`src/rtl/pcpu_pkg.sv`:
```
// Shared definitions for the 5-stage pipelined CPU: default widths, ALU
// operation encodings and the decoded control bundle carried between stages.
package pcpu_pkg;

  localparam int DEF_DATA_W = 32;
  localparam int DEF_REG_AW = 5;
  localparam int DEF_ALUC_W = 3;

  // Performance counters stop here instead of wrapping.
  localparam logic [31:0] CNT_MAX = 32'hFFFF_FFFF;

  typedef enum logic [DEF_ALUC_W-1:0] {
    ALU_AND = 3'b000,
    ALU_OR  = 3'b001,
    ALU_ADD = 3'b010,
    ALU_SUB = 3'b110,
    ALU_SLT = 3'b111
  } alu_op_e;

  typedef struct packed {
    logic                  reg_write;
    logic                  memto_reg;
    logic                  mem_write;
    logic [DEF_ALUC_W-1:0] alu_control;
    logic                  alu_src;
    logic                  reg_dst;
  } ctrl_t;

  // A bubble writes nothing and steers the destination mux to register 0.
  localparam ctrl_t CTRL_BUBBLE = '0;

endpackage

```
`src/rtl/pipe_field_reg.sv`:
```
// Width-parameterised pipeline field register: async active-low reset,
// load enable and a synchronous clear that dominates the enable.
module pipe_field_reg #(
  parameter int W = 1
) (
  input  logic         clk,
  input  logic         rst_n,
  input  logic         en,
  input  logic         clr,
  input  logic [W-1:0] d,
  output logic [W-1:0] q
);

  // NOTE: state is written with non-blocking assignments only, and the async
  // reset appears in the sensitivity list so q clears without a clock.
  always_ff @(posedge clk or negedge rst_n) begin
    if (!rst_n) begin
      q <= '0;
    end else if (clr) begin
      q <= '0;
    end else if (en) begin
      q <= d;
    end
  end

endmodule

```
`src/rtl/id_ex_pipe_reg.sv`:
```
// ID/EX pipeline register with hazard-unit stall (hold) and flush (bubble).
// Define IDEX_PERF_CNT_EN to add saturating bubble/stall counters.
module id_ex_pipe_reg
  import pcpu_pkg::*;
#(
  parameter int DATA_W = DEF_DATA_W,
  parameter int REG_AW = DEF_REG_AW,
  parameter int ALUC_W = DEF_ALUC_W
) (
  input  logic              clk,
  input  logic              rst_n,
  input  logic              StallE,
  input  logic              FlushE,
  input  logic              RegWriteD,
  input  logic              MemtoRegD,
  input  logic              MemWriteD,
  input  logic [ALUC_W-1:0] ALUControlD,
  input  logic              ALUSrcD,
  input  logic              RegDstD,
  input  logic [DATA_W-1:0] RD1D,
  input  logic [DATA_W-1:0] RD2D,
  input  logic [REG_AW-1:0] RsD,
  input  logic [REG_AW-1:0] RtD,
  input  logic [REG_AW-1:0] RdD,
  input  logic [DATA_W-1:0] SignImmD,
  input  logic [DATA_W-1:0] PCPlus4D,
  output logic              RegWriteE,
  output logic              MemtoRegE,
  output logic              MemWriteE,
  output logic [ALUC_W-1:0] ALUControlE,
  output logic              ALUSrcE,
  output logic              RegDstE,
  output logic [DATA_W-1:0] RD1E,
  output logic [DATA_W-1:0] RD2E,
  output logic [REG_AW-1:0] RsE,
  output logic [REG_AW-1:0] RtE,
  output logic [REG_AW-1:0] RdE,
  output logic [DATA_W-1:0] SignImmE,
  output logic [DATA_W-1:0] PCPlus4E,
  output logic              ValidE
`ifdef IDEX_PERF_CNT_EN
  ,
  output logic [31:0]       BubbleCntE,
  output logic [31:0]       StallCntE
`endif
);

  ctrl_t ctrl_d;
  ctrl_t ctrl_q;
  logic  load_en;

  // Flush overrides stall inside each field register (clear beats enable).
  assign load_en = ~StallE;

  assign ctrl_d = '{
    reg_write:   RegWriteD,
    memto_reg:   MemtoRegD,
    mem_write:   MemWriteD,
    alu_control: ALUControlD,
    alu_src:     ALUSrcD,
    reg_dst:     RegDstD
  };

  pipe_field_reg #(.W($bits(ctrl_t))) u_ctrl (
    .clk   (clk),
    .rst_n (rst_n),
    .en    (load_en),
    .clr   (FlushE),
    .d     (ctrl_d),
    .q     (ctrl_q)
  );

  pipe_field_reg #(.W(4*DATA_W)) u_data (
    .clk   (clk),
    .rst_n (rst_n),
    .en    (load_en),
    .clr   (FlushE),
    .d     ({RD1D, RD2D, SignImmD, PCPlus4D}),
    .q     ({RD1E, RD2E, SignImmE, PCPlus4E})
  );

  pipe_field_reg #(.W(3*REG_AW)) u_spec (
    .clk   (clk),
    .rst_n (rst_n),
    .en    (load_en),
    .clr   (FlushE),
    .d     ({RsD, RtD, RdD}),
    .q     ({RsE, RtE, RdE})
  );

  // A constant 1 loaded alongside the instruction marks the slot as real.
  pipe_field_reg #(.W(1)) u_valid (
    .clk   (clk),
    .rst_n (rst_n),
    .en    (load_en),
    .clr   (FlushE),
    .d     (1'b1),
    .q     (ValidE)
  );

  assign RegWriteE   = ctrl_q.reg_write;
  assign MemtoRegE   = ctrl_q.memto_reg;
  assign MemWriteE   = ctrl_q.mem_write;
  assign ALUControlE = ctrl_q.alu_control;
  assign ALUSrcE     = ctrl_q.alu_src;
  assign RegDstE     = ctrl_q.reg_dst;

`ifdef IDEX_PERF_CNT_EN
  logic [31:0] bubble_cnt;
  logic [31:0] stall_cnt;

  always_ff @(posedge clk or negedge rst_n) begin
    if (!rst_n) begin
      bubble_cnt <= '0;
      stall_cnt  <= '0;
    end else if (FlushE) begin
      if (bubble_cnt != CNT_MAX) bubble_cnt <= bubble_cnt + 32'd1;
    end else if (StallE) begin
      if (stall_cnt != CNT_MAX) stall_cnt <= stall_cnt + 32'd1;
    end
  end

  assign BubbleCntE = bubble_cnt;
  assign StallCntE  = stall_cnt;
`endif

endmodule

```
`config.mk`:
```
export PLATFORM = sky130hd
export DESIGN_NAME = id_ex_pipe_reg
export DESIGN_NICKNAME = d
export VERILOG_FILES = /design/src/rtl/pcpu_pkg.sv /design/src/rtl/pipe_field_reg.sv /design/src/rtl/id_ex_pipe_reg.sv
export SDC_FILE = /design/constraint.sdc
export NUM_CORES = 1
export LEC_CHECK = 0
export ABC_AREA = 1
export CORE_ASPECT_RATIO = 1.1
export CORE_MARGIN = 3
export CORE_UTILIZATION = 40
export CTS_CLUSTER_SIZE = 28
export DETAILED_ROUTE_END_ITERATION = 6
export GPL_TIMING_DRIVEN = 0
export HOLD_SLACK_MARGIN = 0.06
export PLACE_DENSITY_LB_ADDON = 0.1
export SETUP_SLACK_MARGIN = 0.3
export SYNTH_ARGS = -nofsm -noshare
export SYNTH_HDL_FRONTEND = slang
export SYNTH_SLANG_ARGS = --single-unit
```
`constraint.sdc`:
```
create_clock -name clk -period 0.8 [get_ports clk]
set_input_delay 0.08 -clock clk [delete_from_list [all_inputs] [get_ports clk]]
set_output_delay 0.08 -clock clk [all_outputs]
set_load 0.02 [all_outputs]
```
; Word-level counts from Yosys, hierarchy flattened
; Cells that the tools add are included.
[totals]
ff_bits = 152
inputBits = 155
[op_classes]
n_eq_ne = 1
mux = 8
[op_table]
columns = cell, n
row1 = 2-to-1 mux 128 bit, 2
row2 = 2-to-1 mux 15 bit, 2
row3 = 2-to-1 mux 8 bit, 2
row4 = 2-to-1 mux 1 bit, 2
row5 = inequality test 2 x 1 -> 1 bit (second input constant), 1

; Longest topological paths before layout
; Gate-level depths: netlist (run 1).
[depth]
word_depth = 2
mapped_depth = 6
ltp_nobuf = 3

; Hierarchy
; Synthesis (run 1) repeated with hierarchy kept, for this count alone.
[hier_totals]
hier_cells = 665
hier_area_um2 = 6123.4
[modules_own_cells]
columns = mod, instances, cells_per_inst, area_per_inst_um2, seq_area_each_um2
row1 = pipe_field_reg (u_data), 1, 556, 5114.9, 3203.1
row2 = pipe_field_reg (u_spec), 1, 66, 620.6, 375.4
row3 = pipe_field_reg (u_ctrl), 1, 35, 335.3, 200.2
row4 = pipe_field_reg (u_valid), 1, 6, 45.0, 25.0
row5 = id_ex_pipe_reg, 1, 2, 7.5, 0.0

; Worst setup path before layout (run 1)
; No wires, ideal clock.
[synth_timing]
path_type = input to register
from = input port StallE
to = register u_data.q[38]
setup_time_ns = 0.066
arrival_time_ns = 0.736
t_required_ns = 0.734
setup_slack_ns = -0.002
cell_stages = 6
path_buffers = 3
path_cell_list = buf_4 -> nor2_4 -> buf_4 -> buf_4 -> nand2_1 -> nand2_1
[synth_via]
elab_chain_cells = 1
[synth_lines]
columns = element, line
row1 = start: declaration, id_ex_pipe_reg.sv:12  ; input logic StallE,
row2 = inequality test 2 x 1 -> 1 bit (no source line), -
row3 = end signal: assignment, pipe_field_reg.sv:18  ; q <= '0;
row4 = end signal: assignment, pipe_field_reg.sv:20  ; q <= '0;
row5 = end signal: assignment, pipe_field_reg.sv:22  ; q <= d;
row6 = end: declaration, pipe_field_reg.sv:11  ; output logic [W-1:0] q
; No other way between the ends.
; A chain may end at the register's enable or synchronous reset.

; Final worst setup path (run 1)
[layout_timing]
from = register u_data.q[104]
to = output port RD1E[8]
[layout_rtl]
columns = element, line
row1 = end: declaration, id_ex_pipe_reg.sv:33  ; output logic [DATA_W-1:0] RD1E,
; No word-level cell between the ends.

==> results of run 1 <==
[cell usage after synthesis]
cell type and number:
a21oi_1 1, buf_1 2, buf_2 25, buf_4 11
clkbuf_1 11, dfrtp_1 152, inv_1 1, inv_2 1
nand2_1 302, nand3_1 151, nor2_4 1
[cell families after synthesis]
logic type             synth area share [%]
AO/OA/AOI/OAI                       0.08371
AND/OR/NAND/NOR                       31.82
flip-flops                            63.68
buffers and inverters                 4.420
[per-stage QoR]
step / std cells / power (mW)
6_report: 1273 / 21.36
3_5_place_dp: 1156 / 11.88
5_1_grt: 1273 / 22.12
2_1_floorplan: 658 / 9.780
4_1_cts: 1232 / 20.98
3_3_place_gp: 1155 / 11.85
[metal layers]
layer	up-vias	GRT usage (%)	share of wire, %
met5	-	0	0
met4	0	9.894	3.1
met3	44	9.827	8.4
met2	246	41.40	52
met1	2981	28.91	37
li1	2930	-	-
[worst max-delay path by stage]
stage               cells after the start      endpoint           from
floorplan                               6  u_data.q[47]         StallE
global placement                        1   u_spec.q[9]          rst_n
detailed placement                      6  u_data.q[84]         FlushE
CTS                                     1       RD2E[7]   u_data.q[71]
global route                            1   SignImmE[9]   u_data.q[41]
finish                                  1       RD1E[8]  u_data.q[104]
[layout make-up]
class	instances	area, µm²
Timing Repair Buffer	391	4210
Fill cell	917	2749
Sequential cell	152	3894
Clock inverter	9	172.7
Buffer	49	347.8
Tap cell	192	240.2
Clock buffer	23	447.9
Multi-Input combinational cell	455	2430
Inverter	2	12.51
[power by group through the flow]
stage / combinational [mW] / sequential (mW) / clock (mW)
4_1_cts: 3.76 / 8.49 / 8.73
3_3_place_gp: 3.32 / 8.53 / 0
5_1_grt: 4.45 / 8.58 / 9.10
3_5_place_dp: 3.36 / 8.52 / 0
6_report: 4.17 / 8.54 / 8.65
2_1_floorplan: 0.714 / 9.07 / 0
[timing repair]
item | CTS | global route
cloned | 1 | 0
endpoints found under the setup margin | 387 | 387
setup buffers | 43 | 41
pin swaps | 94 | 76
hold endpoints to repair | 70 | 114
resized for setup | 982 | 150
[flip-flops by register name, summed over array words and instances (netlist names)]
signal and count:
u_data.q 128, u_spec.q 15, u_valid.q 1, u_ctrl.q 8
==> flow_metrics.tcl, run 1 <==
set metrics [dict create \
    hold_viol 152 \
    power.density_mw_per_mm2 1817 \
    ys_warn_count 0 \
    maxSlewViolCount 0 \
    path_delay_family "flip-flops" \
    seqPwrFrac_pct 40.0 \
    syn_area_mm2 0.005973 \
    clockPowerShare_pct 40.5 \
    gp_congestion 0.8028 \
    rrSetupSlack_ns -0.11 \
    worstPathMaxFanout 2 \
    crit_slowest_cell "dfrtp_1" \
    fin_area_mm2 0.01176 \
    slew_headroom_pct 54.33 \
    ys_seq_area_share_pct 63.68 \
    layout_commonest_cell "nand2_1" \
    finalSetupTns_ns -38.13 \
    grt_pass1_wl_mm 31.46 \
    grtUsageTotal_pct 24.95 \
    fmax_ghz 0.9358 \
    finalNetCount 1223 \
    rsz0062_at_grt "yes" \
    synth_area_leaders "dfrtp_1 64%, nand2_1 19%, nand3_1 13%" \
    port_buffers 305 \
    syn_inst 658 \
    ios 307 \
    vias 6201 \
    yosysTopAreaCell "dfrtp_1" \
    netlist-cell-type-count 11 \
    synth_area_per_cell_um2 9.078 \
    vias_per_cell 4.871 \
    holdWs_ns -0.4600 \
    p_sw_mw 5.430 \
    drt-wirelength-per-cell_um 17.49 \
    drive_above_1_share_pct 45.42 \
    path_cells "buf_6" \
    r2r_end "u_ctrl.q[6]" \
    crit_required_ns 0.72 \
    max_stage_delay_ns 0.41 \
    fin_crit_ns 1.069 \
    worst-path-buf-inv 1 \
    finClkSkew_ns 0 \
    comb_power_share_pct 19.5 \
    syn-num-nets 813 \
    placed_area_mm2 0.009460 \
    clk_latency_ns 0.42 \
    start_kind "flop" \
    die_y_um 134.2 \
    hp-class "in -> async" \
    antenna_found_initial 0 \
    post-route-util_pct 81.05 \
    crit_type "reg -> out" \
    cts.path.max_buffers 2 \
    clk_pin_slew_ns 0.06 \
    ir_worst_vdd_mv 1.495 \
    leakagePower_nw 5.792 \
    n_antenna_cell 0 \
    max_slew.worst_pin.slew_ns 0.6851 \
    htreeDepth 4 \
    period_share_pct 133.6 \
    grt_remaining_overflow 0 \
    cts_tree "built" \
    num_rows 46 \
    drt_iter0_markers 336 \
    swShare_pct 25.42 \
    core_mm2 0.01450 \
    routed_wl_mm 22.26 \
    ant_nets 0 \
    violations "hold timing, setup timing" \
    p_int_mw 15.93 \
    crit_arrival_ns 0.99 \
    first_pass_iters 5 \
    drv_cap 0 \
    fp.dieW_um 122.5 \
    rr_startpoint "u_ctrl.q[6]" \
    synth-seq-cells 152 \
    area_growth_pct 96.79 \
    synth_top_area_share_pct 63.68 \
    r2r_cells 4 \
    crit_path_end_kind "output port" \
    clock_sinks 152 \
    setup_slack_ns -0.2686 \
    cts_root_buffer "clkbuf_16" \
    grt_max_degree 84 \
    cts_buffers 17 \
    place_hpwl_mm 14.11 \
    final_cell_mix "294 x nand2_1, 229 x buf_6, 151 x clkdlybuf4s50_1, 95 x nand3_2, 80 x dfrtp_1" \
    fp.dieArea_mm2 0.01644 \
    initial_core_util_pct 41.18 \
    setup_viol 168 \
    dpl_worst_slack_ns -0.7599 \
    status "complete, but fails checks" \
    grt_pass1_vias 5879 \
    drc_errors 0 \
]
Note: power is estimated with default switching activity, not from simulation.
==> inputs of run 2 (changes only) <==
--- a/config.mk
+++ b/config.mk
@@ -8,7 +8,7 @@
 export ABC_AREA = 1
 export CORE_ASPECT_RATIO = 1.1
 export CORE_MARGIN = 3
-export CORE_UTILIZATION = 40
+export CORE_UTILIZATION = 43
 export CTS_CLUSTER_SIZE = 28
 export DETAILED_ROUTE_END_ITERATION = 6
 export GPL_TIMING_DRIVEN = 0
==> constraint.sdc (replaced) <==
create_clock -name clk -period 1.3 [get_ports clk]
set_input_delay 0.13 -clock clk [delete_from_list [all_inputs] [get_ports clk]]
set_output_delay 0.13 -clock clk [all_outputs]
set_load 0.02 [all_outputs]
==> run 2 against run 1 <==
Effect of this change: the run ends with hold timing left; clock power fell by 50%; sequential share of layout area rose by 2.4 points; via count rose by 1.3%; clock skew did not move; critical path depth did not move; flip-flop and latch count did not move; die area fell by 6.7%; first-iteration DRC count rose by 35%; highest routed layer unchanged.
==> flow_metrics.tcl, run 2 (synthesis gave the netlist of run 1 again) <==
set metrics [dict create \
    status "complete, but fails checks" \
    violations "hold timing" \
    htreeDepth 4 \
    drv_cap 0 \
    slew_headroom_pct 54.07 \
    grt_pass1_vias 6224 \
    gp_congestion 0.8175 \
    ios 307 \
    clk_latency_ns 0.41 \
    max_slew.worst_pin.slew_ns 0.6890 \
    hp-class "in -> async" \
    final_cell_mix "302 x nand2_1, 153 x buf_6, 152 x dfrtp_1, 151 x nand3_1, 151 x clkdlybuf4s50_1" \
    start_kind "flop" \
    crit_type "reg -> out" \
    worstPathMaxFanout 2 \
    cts_tree "built" \
    holdWs_ns -0.2834 \
    worst-path-buf-inv 1 \
    max_stage_delay_ns 0.41 \
    largest-register "u_data.q" \
    ant_nets 0 \
    fin_crit_ns 1.111 \
    clk_pin_slew_ns 0.06 \
    antenna_found_initial 0 \
    power.density_mw_per_mm2 1109 \
    fp.dieArea_mm2 0.01534 \
    layout_commonest_cell "nand2_1" \
    grt_max_degree 83 \
    routed_wl_mm 21.25 \
    grt_pass1_wl_mm 32.20 \
    area_growth_pct 79.22 \
    setup_viol 0 \
    fmax_ghz 0.9004 \
    largest_reg_flops 128 \
    path_delay_family "flip-flops" \
    vias 6284 \
    rsz0062_at_grt "yes" \
    ir_worst_vdd_mv 0.8194 \
    drive_above_1_share_pct 28.51 \
    finClkSkew_ns 0 \
    drt_iter0_markers 452 \
    initial_core_util_pct 44.65 \
    place_hpwl_mm 14.07 \
    cts_buffers 17 \
    period_share_pct 85.43 \
    post-route-util_pct 80.02 \
    drc_errors 0 \
    path_cells "buf_6" \
    finalNetCount 1234 \
    fp.dieW_um 118.4 \
    drt-wirelength-per-cell_um 16.67 \
    crit_path_end_kind "output port" \
    cts.path.max_buffers 2 \
    cts_root_buffer "clkbuf_16" \
    setup_slack_ns 0.1894 \
    clock_sinks 152 \
    n_antenna_cell 0 \
    vias_per_cell 4.929 \
    die_y_um 129.6 \
    finalSetupTns_ns 0 \
    crit_arrival_ns 0.98 \
    port_buffers 305 \
    dpl_worst_slack_ns -0.3269 \
    maxSlewViolCount 0 \
    reg_top3 "u_data.q (128), u_spec.q (15), u_ctrl.q (8)" \
    grt_remaining_overflow 0 \
    first_pass_iters 5 \
    leakagePower_nw 5.751 \
    crit_required_ns 1.17 \
    crit_slowest_cell "dfrtp_1" \
    grtUsageTotal_pct 26.87 \
    hold_viol 70 \
    num_rows 44 \
    core_mm2 0.01338 \
]
## run 2: changes by cell type in the layout (fill, tap and decap cells not counted), moves of 9 or more
cell	change
nand3_1	+97
nand3_2	-95
buf_4	+88
buf_6	-76
dfrtp_1	+72
dfrtp_2	-72
buf_2	+9
## run 2: where the power goes
group / total, mW / internal (mW) / switching (mW)
combinational: 2.36 / 1.27 / 1.09
clock: 4.31 / 2.52 / 1.79
sequential: 5.20 / 5.00 / 0.201
total: 11.9 / 8.78 / 3.09
## run 2: metal layers
layer / wire length, µm / vias up / track usage (%) / share of wire, %
li1: - / 2947 / - / -
met1: 7913 / 3017 / 30.48 / 37
met2: 10560 / 265 / 45.54 / 50
met3: 1785 / 55 / 9.297 / 8.4
met4: 990 / 0 / 13.77 / 4.7
met5: 0 / - / 0 / 0
## run 2: worst paths after layout
kind,from,endpoint,slack [ns],depth (start not counted)
setup / recovery,u_data.q[33],SignImmE[1],0.19,1
hold / removal,rst_n,u_data.q[103],-0.28,1
setup reg to reg,u_data.q[45],u_data.q[45],0.38,4
hold reg to reg,u_spec.q[8],u_spec.q[8],0.53,2
max in group asynchronous,rst_n,u_data.q[75],0.72,2
min in group clk,FlushE,u_valid.q,0.14,2
## run 2: repair_timing
item / 4_1_cts / 5_1_grt
endpoints found under the hold margin: 70 / 70
endpoints found under the setup margin: 302 / 152
gates resized for setup: 921 / 0
pin swaps: 1 / 0
cloned: 0 / 0
buffers inserted: 52 / 44
## run 2: stage by stage
step | power, mW | instances | cell area, µm²
after floorplan | 5.975 | 658 | 5973
after global placement | 7.244 | 1147 | 9256
after detailed placement | 7.272 | 1148 | 9285
after CTS | 11.82 | 1231 | 10380
after global routing | 12.31 | 1275 | 10710
final | 11.87 | 1275 | 10710
## run 2: cell type report
class	count	area [µm²]
fillers	877	2673
clock inverters	4	20.02
well taps	184	230.2
inverters	2	10.01
clock buffers	27	483.0
flip-flops and latches	152	3804
repair buffers	402	3991
plain buffers	49	261.5
multi-input cells	455	1906
==> inputs of run 3 (changes only) <==
--- a/config.mk
+++ b/config.mk
@@ -7,7 +7,6 @@
 export LEC_CHECK = 0
 export ABC_AREA = 1
 export CORE_ASPECT_RATIO = 1.1
-export CORE_MARGIN = 3
 export CORE_UTILIZATION = 43
 export CTS_CLUSTER_SIZE = 28
 export DETAILED_ROUTE_END_ITERATION = 6
==> run 3 against run 2 <==
Effect of this change: the run still ends with hold timing left; clock power increased by 14%; worst hold slack got worse by 0.039 ns; largest cell class unchanged; clock skew unchanged; maximum frequency about the same; first-iteration DRC count decreased by 24%; critical path type unchanged; critical endpoint is now RD1E[0]; power increased by 5.3%; via count decreased by 1.7%; clock-buffer cell count decreased by 3; core utilization increased by 0.94 points.
==> flow_metrics.tcl, run 3 (synthesis gave the netlist of run 1 again) <==
set metrics [dict create \
    drt-wirelength-per-cell_um 16.37 \
    maxSlewViolCount 0 \
    initial_core_util_pct 44.65 \
    power_mw 12.50 \
    rrSetupSlack_ns 0.35 \
    grtUsageTotal_pct 28.42 \
    grt_max_degree 88 \
    path_depth 1 \
    fillers 848 \
    die_y_um 125.6 \
    fmax_ghz 0.9006 \
    max_slew.worst_pin.slew_ns 0.6238 \
    wl_met3_mm 1.774 \
    start_kind "flop" \
    rr_startpoint "u_data.q[71]" \
    drive_above_1_share_pct 29.38 \
    crit_slowest_cell "dfrtp_1" \
    crit_type "reg -> out" \
    num_rows 44 \
    finalNetCount 1239 \
    setup_viol 0 \
    leakagePower_nw 5.821 \
    ios 307 \
    fin_crit_ns 1.110 \
    largest-register "u_data.q" \
    highest_layer "met4" \
    finClkSkew_ns 0 \
    antenna_found_initial 0 \
    vias_per_cell 4.827 \
    path_delay_family "flip-flops" \
    clk_latency_ns 0.42 \
    crit_path_end_kind "output port" \
    met2_length_mm 10.76 \
    first_pass_iters 5 \
    status "complete, but fails checks" \
    hold_viol 65 \
    ir_worst_vdd_mv 0.7230 \
    r2r_end "u_data.q[71]" \
    vias 6178 \
    n_antenna_cell 0 \
    multi_input_area_mm2 0.001906 \
    layout_commonest_cell "nand2_1" \
    drt_iter0_markers 343 \
    final_cell_mix "302 x nand2_1, 153 x buf_6, 152 x dfrtp_1, 151 x nand3_1, 151 x clkdlybuf4s50_1" \
    fp.dieArea_mm2 0.01437 \
    crit_end "RD1E[0]" \
    crit_arrival_ns 0.98 \
    post-route-util_pct 80.96 \
    worst-path-buf-inv 1 \
    r2r_cells 4 \
    cts.path.max_buffers 2 \
    clk_pin_slew_ns 0.06 \
    hp-class "in -> async" \
    slew_headroom_pct 58.41 \
    drv_cap 0 \
    crit_required_ns 1.17 \
    cts_root_buffer "clkbuf_16" \
    startpoint "u_data.q[96]" \
    cts_tree "built" \
    core_mm2 0.01338 \
    violations "hold timing" \
    power.density_mw_per_mm2 1154 \
    htreeDepth 4 \
    place_hpwl_mm 13.48 \
    max_stage_delay_ns 0.41 \
    area_growth_pct 81.32 \
    cts_buffers 17 \
    largest_reg_flops 128 \
    clock_sinks 152 \
    grt_pass1_wl_mm 30.86 \
    port_buffers 305 \
    routed_wl_mm 20.95 \
    fp.dieW_um 114.4 \
    path_cells "buf_6" \
    reg_top3 "u_data.q (128), u_spec.q (15), u_ctrl.q (8)" \
    grt_remaining_overflow 0 \
    drt-met1-wl_mm 7.583 \
    gp_congestion 0.7810 \
    drc_errors 0 \
    rsz0062_at_grt "yes" \
    grt_pass1_vias 6034 \
    worstPathMaxFanout 2 \
    holdWs_ns -0.3221 \
    seqCellArea_mm2 0.003804 \
    period_share_pct 85.41 \
    ant_nets 0 \
]
[run 3: cell types whose count changed in the layout (fill, tap and decap cells not counted), sizes merged]
cell / before / now
buf: 288 / 293
bufinv: 0 / 2
clkbuf: 38 / 35
clkinvlp: 0 / 1
[run 3: how the worst min path moves through the flow]
stage | endpoint | start | cells past startpoint | slack (ns)
after floorplan | u_ctrl.q[0] | rst_n | 0 | -0.17
after global placement | u_data.q[101] | u_data.q[101] | 2 | 0.49
after detailed placement | u_data.q[74] | rst_n | 1 | 0.16
after CTS | u_data.q[74] | rst_n | 1 | -0.29
after global routing | u_data.q[74] | rst_n | 1 | -0.26
final | u_data.q[74] | rst_n | 1 | -0.32
[run 3: layer usage]
metal,global-route usage [%],vias to the layer above
met2,48.38,278
met1,31.64,2890
met4,14.29,0
met3,9.480,54
li1,-,2956
met5,0,-
[run 3: per-stage QoR]
step	setup slack (ns)	area, µm²	cells	hold slack, ns	TNS, ns
2_1_floorplan	0.4482	5973	658	-0.1656	0
3_3_place_gp	-6.077	9256	1147	0.4913	-955.11
3_5_place_dp	-0.3046	9285	1148	0.1582	-33.34
4_1_cts	0.1683	10420	1226	-0.2901	0
5_1_grt	0.1363	10830	1280	-0.2608	0
6_report	0.1897	10830	1280	-0.3221	0
[run 3: area by class of cell]
cell class	instances	area share [%]
tap	184	2.126
buffer	49	2.415
timing repair buffer	407	37.20
multi-input combinational	455	17.59
clock inverter	7	0.8433
inverter	2	0.06932
sequential	152	35.12
clock buffer	24	4.633
[run 3: what timing repair did]
| action | 4_1_cts | 5_1_grt |
|---|---|---|
| hold endpoints to repair | 65 | 65 |
| gates resized for setup | 916 | 1 |
| buffers inserted | 47 | 54 |
| pin swaps | 1 | 0 |
| setup endpoints to repair | 275 | 152 |
[run 3: power by group]
group | internal (mW) | switching, mW | total [mW]
logic | 1.27 | 1.09 | 2.37
registers | 5.00 | 0.204 | 5.20
clock network | 3.06 | 1.87 | 4.93
total | 9.34 | 3.17 | 12.5
==> edit 1 (settings of run 1) <==
The option `IDEX_PERF_CNT_EN` is turned on by a define.
--- a/src/rtl/id_ex_pipe_reg.sv
+++ b/src/rtl/id_ex_pipe_reg.sv
@@ -1,4 +1,6 @@
 // ID/EX pipeline register with hazard-unit stall (hold) and flush (bubble).
 // Define IDEX_PERF_CNT_EN to add saturating bubble/stall counters.
+`define IDEX_PERF_CNT_EN
+
 module id_ex_pipe_reg
   import pcpu_pkg::*;
Behaviour (old outputs only; new: BubbleCntE and StallCntE): unchanged (Yosys induction, for registers that start in step).
==> edit 1 against run 1 <==
The flow still finishes with violations (hold timing, setup timing); worst hold slack got worse by 0.016 ns; first-iteration DRC count increased to 2.6 times the old value; synthesized area grew 71%; largest power group is now registers; design area is 52% higher; wire length rose by 85%; sequential cell count grew 64; power is 41% higher; worst setup slack worse by 0.58 ns.
==> edit 1: results (changes against run 1) <==
[outcome]
run_status = finished, violations left
failed_checks = hold timing, setup timing

[placed_design]
port-buffer-count = 370  ; +21%
pre_cts_slack_ns = -1.378  ; -0.6185 ns
placed_cell_area_um2 = 14880  ; +57%
post-dp-hpwl_um = 27810  ; +97%
place_congestion = 0.9373  ; +17%
dpl.cell_count = 1975  ; +71%

[drt]
total_iterations_of_the_first_detailed_routing_run = 5  ; unchanged
drt-initial-drc-count = 868  ; +160%
routed_wire_length_per_instance_um = 19.06  ; +9.0%
route.detailed.drc = 0  ; unchanged
via_per_inst = 5.097  ; +4.6%

[final_layout]
finalNonFillerCells = 2156  ; +69%
largest_register_ff_count = 128  ; unchanged
largest-register = u_data.q
layout-drive-gt1-share = 0.4582  ; +0.003989

[clock_network]
cts.reportedPaths.clkPinSlew_ns = 0.06  ; about the same
tritoncts.num_buffers = 25  ; +8
clock_insertion_delay_worst_skew_ns = 0.53  ; +0.11 ns
clk_root_buffer_cell = clkbuf_16
clock_tree_buffer_depth = 3  ; +1
h-tree-depth = 1  ; -3

[worst_setup_path]
slowest_stage = dfrtp_2
critPathMaxFanout = 8  ; +6
timing.critical_path.arrival_ns = 2.07  ; +1.08 ns
critPathMaxStageDelay_ns = 0.40

[power]
power_leakage_nw = 8.399  ; +45%
irDropWorstVdd_mv = 2.375  ; +59%

[timing]
fin_skew_ns = 0.02450  ; +0.02450 ns
fin_ws_ns = -0.8460  ; -0.5775 ns
maxSlewHeadroom = 0.6275  ; +0.08418
hold_viol_final = 162  ; +6.6%
setup_violations = 285  ; +70%
final.hold.worst_slack_ns = -0.4757  ; -0.01571 ns

[grt]
grtUsageMet2 = 0.4532  ; +0.03916
global_route.usage.met1 = 0.3458  ; +0.05674
grt_max_degree = 117  ; +39%
antenna_found_initial = 5  ; +5
groute.layer.met3.usage = 0.06642  ; -0.03185
grt_pass1_vias = 10390  ; +77%
first_pass_grt_wire_length_um = 58970  ; +87%
global_route_usage_over_all_layers = 0.2722  ; +0.02264

[yosys]
synth.area.top_cells = dfrtp_1 53%, nand2_1 21%, nand3_1 9.4%
post_synth_most_frequent_cells = 574 x nand2_1, 216 x dfrtp_1, 192 x nand3_1
synthFlopType = dfrtp_1
mappedNetlistNets = 1451  ; +78%
ys_types = 28  ; +17
synth_warnings = 0  ; unchanged
proportion_of_synthesized_chip_area_in_sequential_cells = 0.5298  ; -0.1070
async_reset_ff_frac = 1.000  ; unchanged
postSynthCellCount = 1294  ; +97%

[worst_hold_path]
class_of_the_worst_hold_path = in -> async

[edit 1: worst paths after layout]
path | startpoint | end | slack [ns] | cells after the start
min in group clk | FlushE | u_valid.q | -0.12 | 2
max | StallCntE[1] | StallCntE[8] | -0.85 | 11
min | rst_n | BubbleCntE[9] | -0.48 | 1
max in group asynchronous | rst_n | StallCntE[25] | 0.47 | 2
max reg2reg | StallCntE[1] | StallCntE[8] | -0.85 | 11
min reg2reg | u_data.q[101] | u_data.q[101] | 0.48 | 2
[edit 1: worst max-delay path: cells and delay by family (launching register included)]
| kind | cells | cell delay, ns |
|---|---|---|
| AND/OR/NAND/NOR | 7 | 0.70 |
| buffers and inverters | 3 | 0.28 |
| adder cells (fa/ha/maj) | 1 | 0.16 |
| flip-flops | 1 | 0.40 |
[edit 1: power breakdown]
group | internal, mW | leakage, nW | switching, mW
Combinational | 3.43 | 5.42 | 3.15
Sequential | 11.7 | 2.58 | 0.709
Clock | 6.41 | 0.397 | 4.72
Total | 21.5 | 8.40 | 8.58
[edit 1: what timing repair did]
action,CTS,global route
pin swaps,85,77
buffers inserted,66,60
hold endpoints to repair,104,141
gates cloned,3,3
resized for setup,1384,200
endpoints found under the setup margin,548,548
[edit 1: cells by family (layout without fill, tap and decap cells)]
group	after synthesis	in the layout	synth area share
buffers and inverters	109	657	0.04746
xor gates and xnor gates	15	15	0.01288
AOI/OAI and AO/OA	10	10	0.004905
and+or+nand+nor	942	942	0.4025
adders and majority gates	2	2	0.002452
DFF	216	216	0.5298
other	0	4	0
[edit 1: layout make-up]
| class | count | area (um^2) |
|---|---|---|
| fill | 1865 | 6899 |
| sequential | 216 | 5675 |
| timing repair buffer | 503 | 5318 |
| multi-input combinational | 969 | 4949 |
| clock buffer | 36 | 737.0 |
| buffer | 56 | 503.0 |
| tap | 310 | 387.9 |
| inverter | 53 | 237.7 |
| clock inverter | 9 | 57.56 |
| antenna | 4 | 10.01 |
[edit 1: stage by stage]
| stage | hold slack, ns | TNS (ns) |
|---|---|---|
| 2_1_floorplan | -0.2156 | -44.27 |
| 3_3_place_gp | 0.4549 | -2637.03 |
| 3_5_place_dp | 0.1965 | -340.11 |
| 4_1_cts | -0.3567 | -128.85 |
| 5_1_grt | -0.4454 | -140.08 |
| 6_report | -0.4757 | -129.46 |
[edit 1: routing by layer]
metal | up-vias | wire [um]
li1 | 5176 | -
met1 | 5216 | 15840
met2 | 497 | 19860
met3 | 99 | 3798
met4 | 2 | 1567
met5 | - | 17
==> edit 2 (flow settings as in run 1) <==
Made on the original files. Set the package constant `DEF_REG_AW` to 6 (it was 5).
--- a/src/rtl/pcpu_pkg.sv
+++ b/src/rtl/pcpu_pkg.sv
@@ -4,5 +4,5 @@
 
   localparam int DEF_DATA_W = 32;
-  localparam int DEF_REG_AW = 5;
+  localparam int DEF_REG_AW = 6;
   localparam int DEF_ALUC_W = 3;
 
Interface: changed (6 resized); port bits go from 307 to 313. No check against the original RTL was run, so the function may have changed too.
==> edit 2 against run 1 <==
The run still ends with hold timing, setup timing left; power up 0.64%; utilization is 8.2 points higher; largest power group is now registers; critical endpoint is now RD1E[9]; combinational power rose by 18%; worst setup slack got worse by 0.020 ns; non-clock buffer count grew 91; synthesized area grew 1.4%; sequential cell count up 3; largest cell class unchanged; wire length up 23%; maximum frequency is 1.9% lower; via count is 12% higher; critical path type unchanged; cell count up 8.2%; design area is 11% higher; critical path depth did not move.
==> edit 2: results (changes against run 1) <==
[yosys]
mappedNetlistNets = 828  ; +1.8%
proportion_of_synthesized_chip_area_in_sequential_cells = 0.6406  ; +0.003846
post_synth_most_frequent_cells = 308 x nand2_1, 155 x dfrtp_1, 154 x nand3_1
synth_area_in_compound_gates = 0.0008266  ; -0.00001125
synth.area.top_cells = dfrtp_1 64%, nand2_1 19%, nand3_1 13%
ys_types = 10  ; -1

[timing]
final.hold.worst_slack_ns = -0.4571  ; +0.002926 ns
fin_ws_ns = -0.2890  ; -0.02041 ns
setup_violations = 192  ; +14%
hold_viol_final = 155  ; +2.0%

[power]
irDropWorstVdd_mv = 1.485  ; -0.66%
power_leakage_nw = 6.370  ; +10%

[final_layout]
fillers = 627  ; -32%
layout-drive-gt1-share = 0.5490  ; +0.09478

[placed_design]
dpl.cell_count = 1175  ; +1.6%
post-dp-hpwl_um = 14810  ; +4.9%

[outcome]
run_status = finished, violations left
failed_checks = hold timing, setup timing

[worst_setup_path]
timing.critical_path.arrival_ns = 1.01  ; +0.02 ns
reg2reg_slack_ns = -0.15  ; -0.04 ns
crit-reg2reg-launch = u_spec.q[5]

[drt]
drt-initial-drc-count = 324  ; -3.6%
routed_wire_length_per_instance_um = 19.87  ; +14%

[grt]
grt_max_degree = 88  ; +4.8%
first_pass_grt_wire_length_um = 34800  ; +11%
global_route_usage_over_all_layers = 0.2740  ; +0.02445

-- edit 2: kinds of logic after synthesis --
logic type / count (synthesis)
and+or+nand+nor: 463
DFF: 155
buffers and inverters: 51
AOI/OAI and AO/OA: 1
-- edit 2: layout make-up --
type,instances,share of cell area
Sequential cell,155,0.3064
Antenna cell,1,0.0001918
Clock inverter,11,0.007289
Clock buffer,21,0.03606
Tap cell,192,0.01842
Multi-Input combinational cell,464,0.2032
Buffer,49,0.02782
Timing Repair Buffer,482,0.3998
Inverter,2,0.0007673
-- edit 2: per-layer routing --
metal | GRT usage | vias to the layer above | wire length, um
met5 | 0 | - | 11
met4 | 0.1292 | 2 | 1531
met3 | 0.09300 | 100 | 2363
met2 | 0.4672 | 335 | 14160
met1 | 0.3059 | 3354 | 9295
li1 | - | 3152 | -
-- edit 2: path summary, 6_finish.rpt --
kind | end | cells after the start
max reg2reg | u_spec.q[5] | 4
min in group clk | u_valid.q | 2
max | RD1E[9] | 1
min reg2reg | u_data.q[75] | 2
max in group asynchronous | u_data.q[60] | 2
min | u_data.q[4] | 1
-- edit 2: repair_timing --
| item | in CTS | in global routing |
|---|---|---|
| hold endpoints to repair | 69 | 101 |
| setup buffers | 107 | 59 |
| setup endpoints to repair | 397 | 397 |
| gates cloned | 3 | 0 |
| pin swaps | 107 | 74 |
| resized for setup | 1013 | 149 |
-- edit 2: through the flow --
stage                     setup WS, ns  utilization  TNS (ns)
after floorplan                 0.1019            -         0
after global placement          -7.367       0.6887  -1241.57
after detailed placement       -0.7393       0.6907   -161.58
after CTS                      -0.2791       0.8232    -40.25
after global routing           -0.3133       0.8923    -47.33
final                          -0.2890       0.8923    -43.00
-- edit 2: report_power, final --
part	total, mW	switching, mW	internal (mW)
clock	7.81	3.31	4.50
sequential	8.75	0.417	8.33
combinational	4.94	2.22	2.72
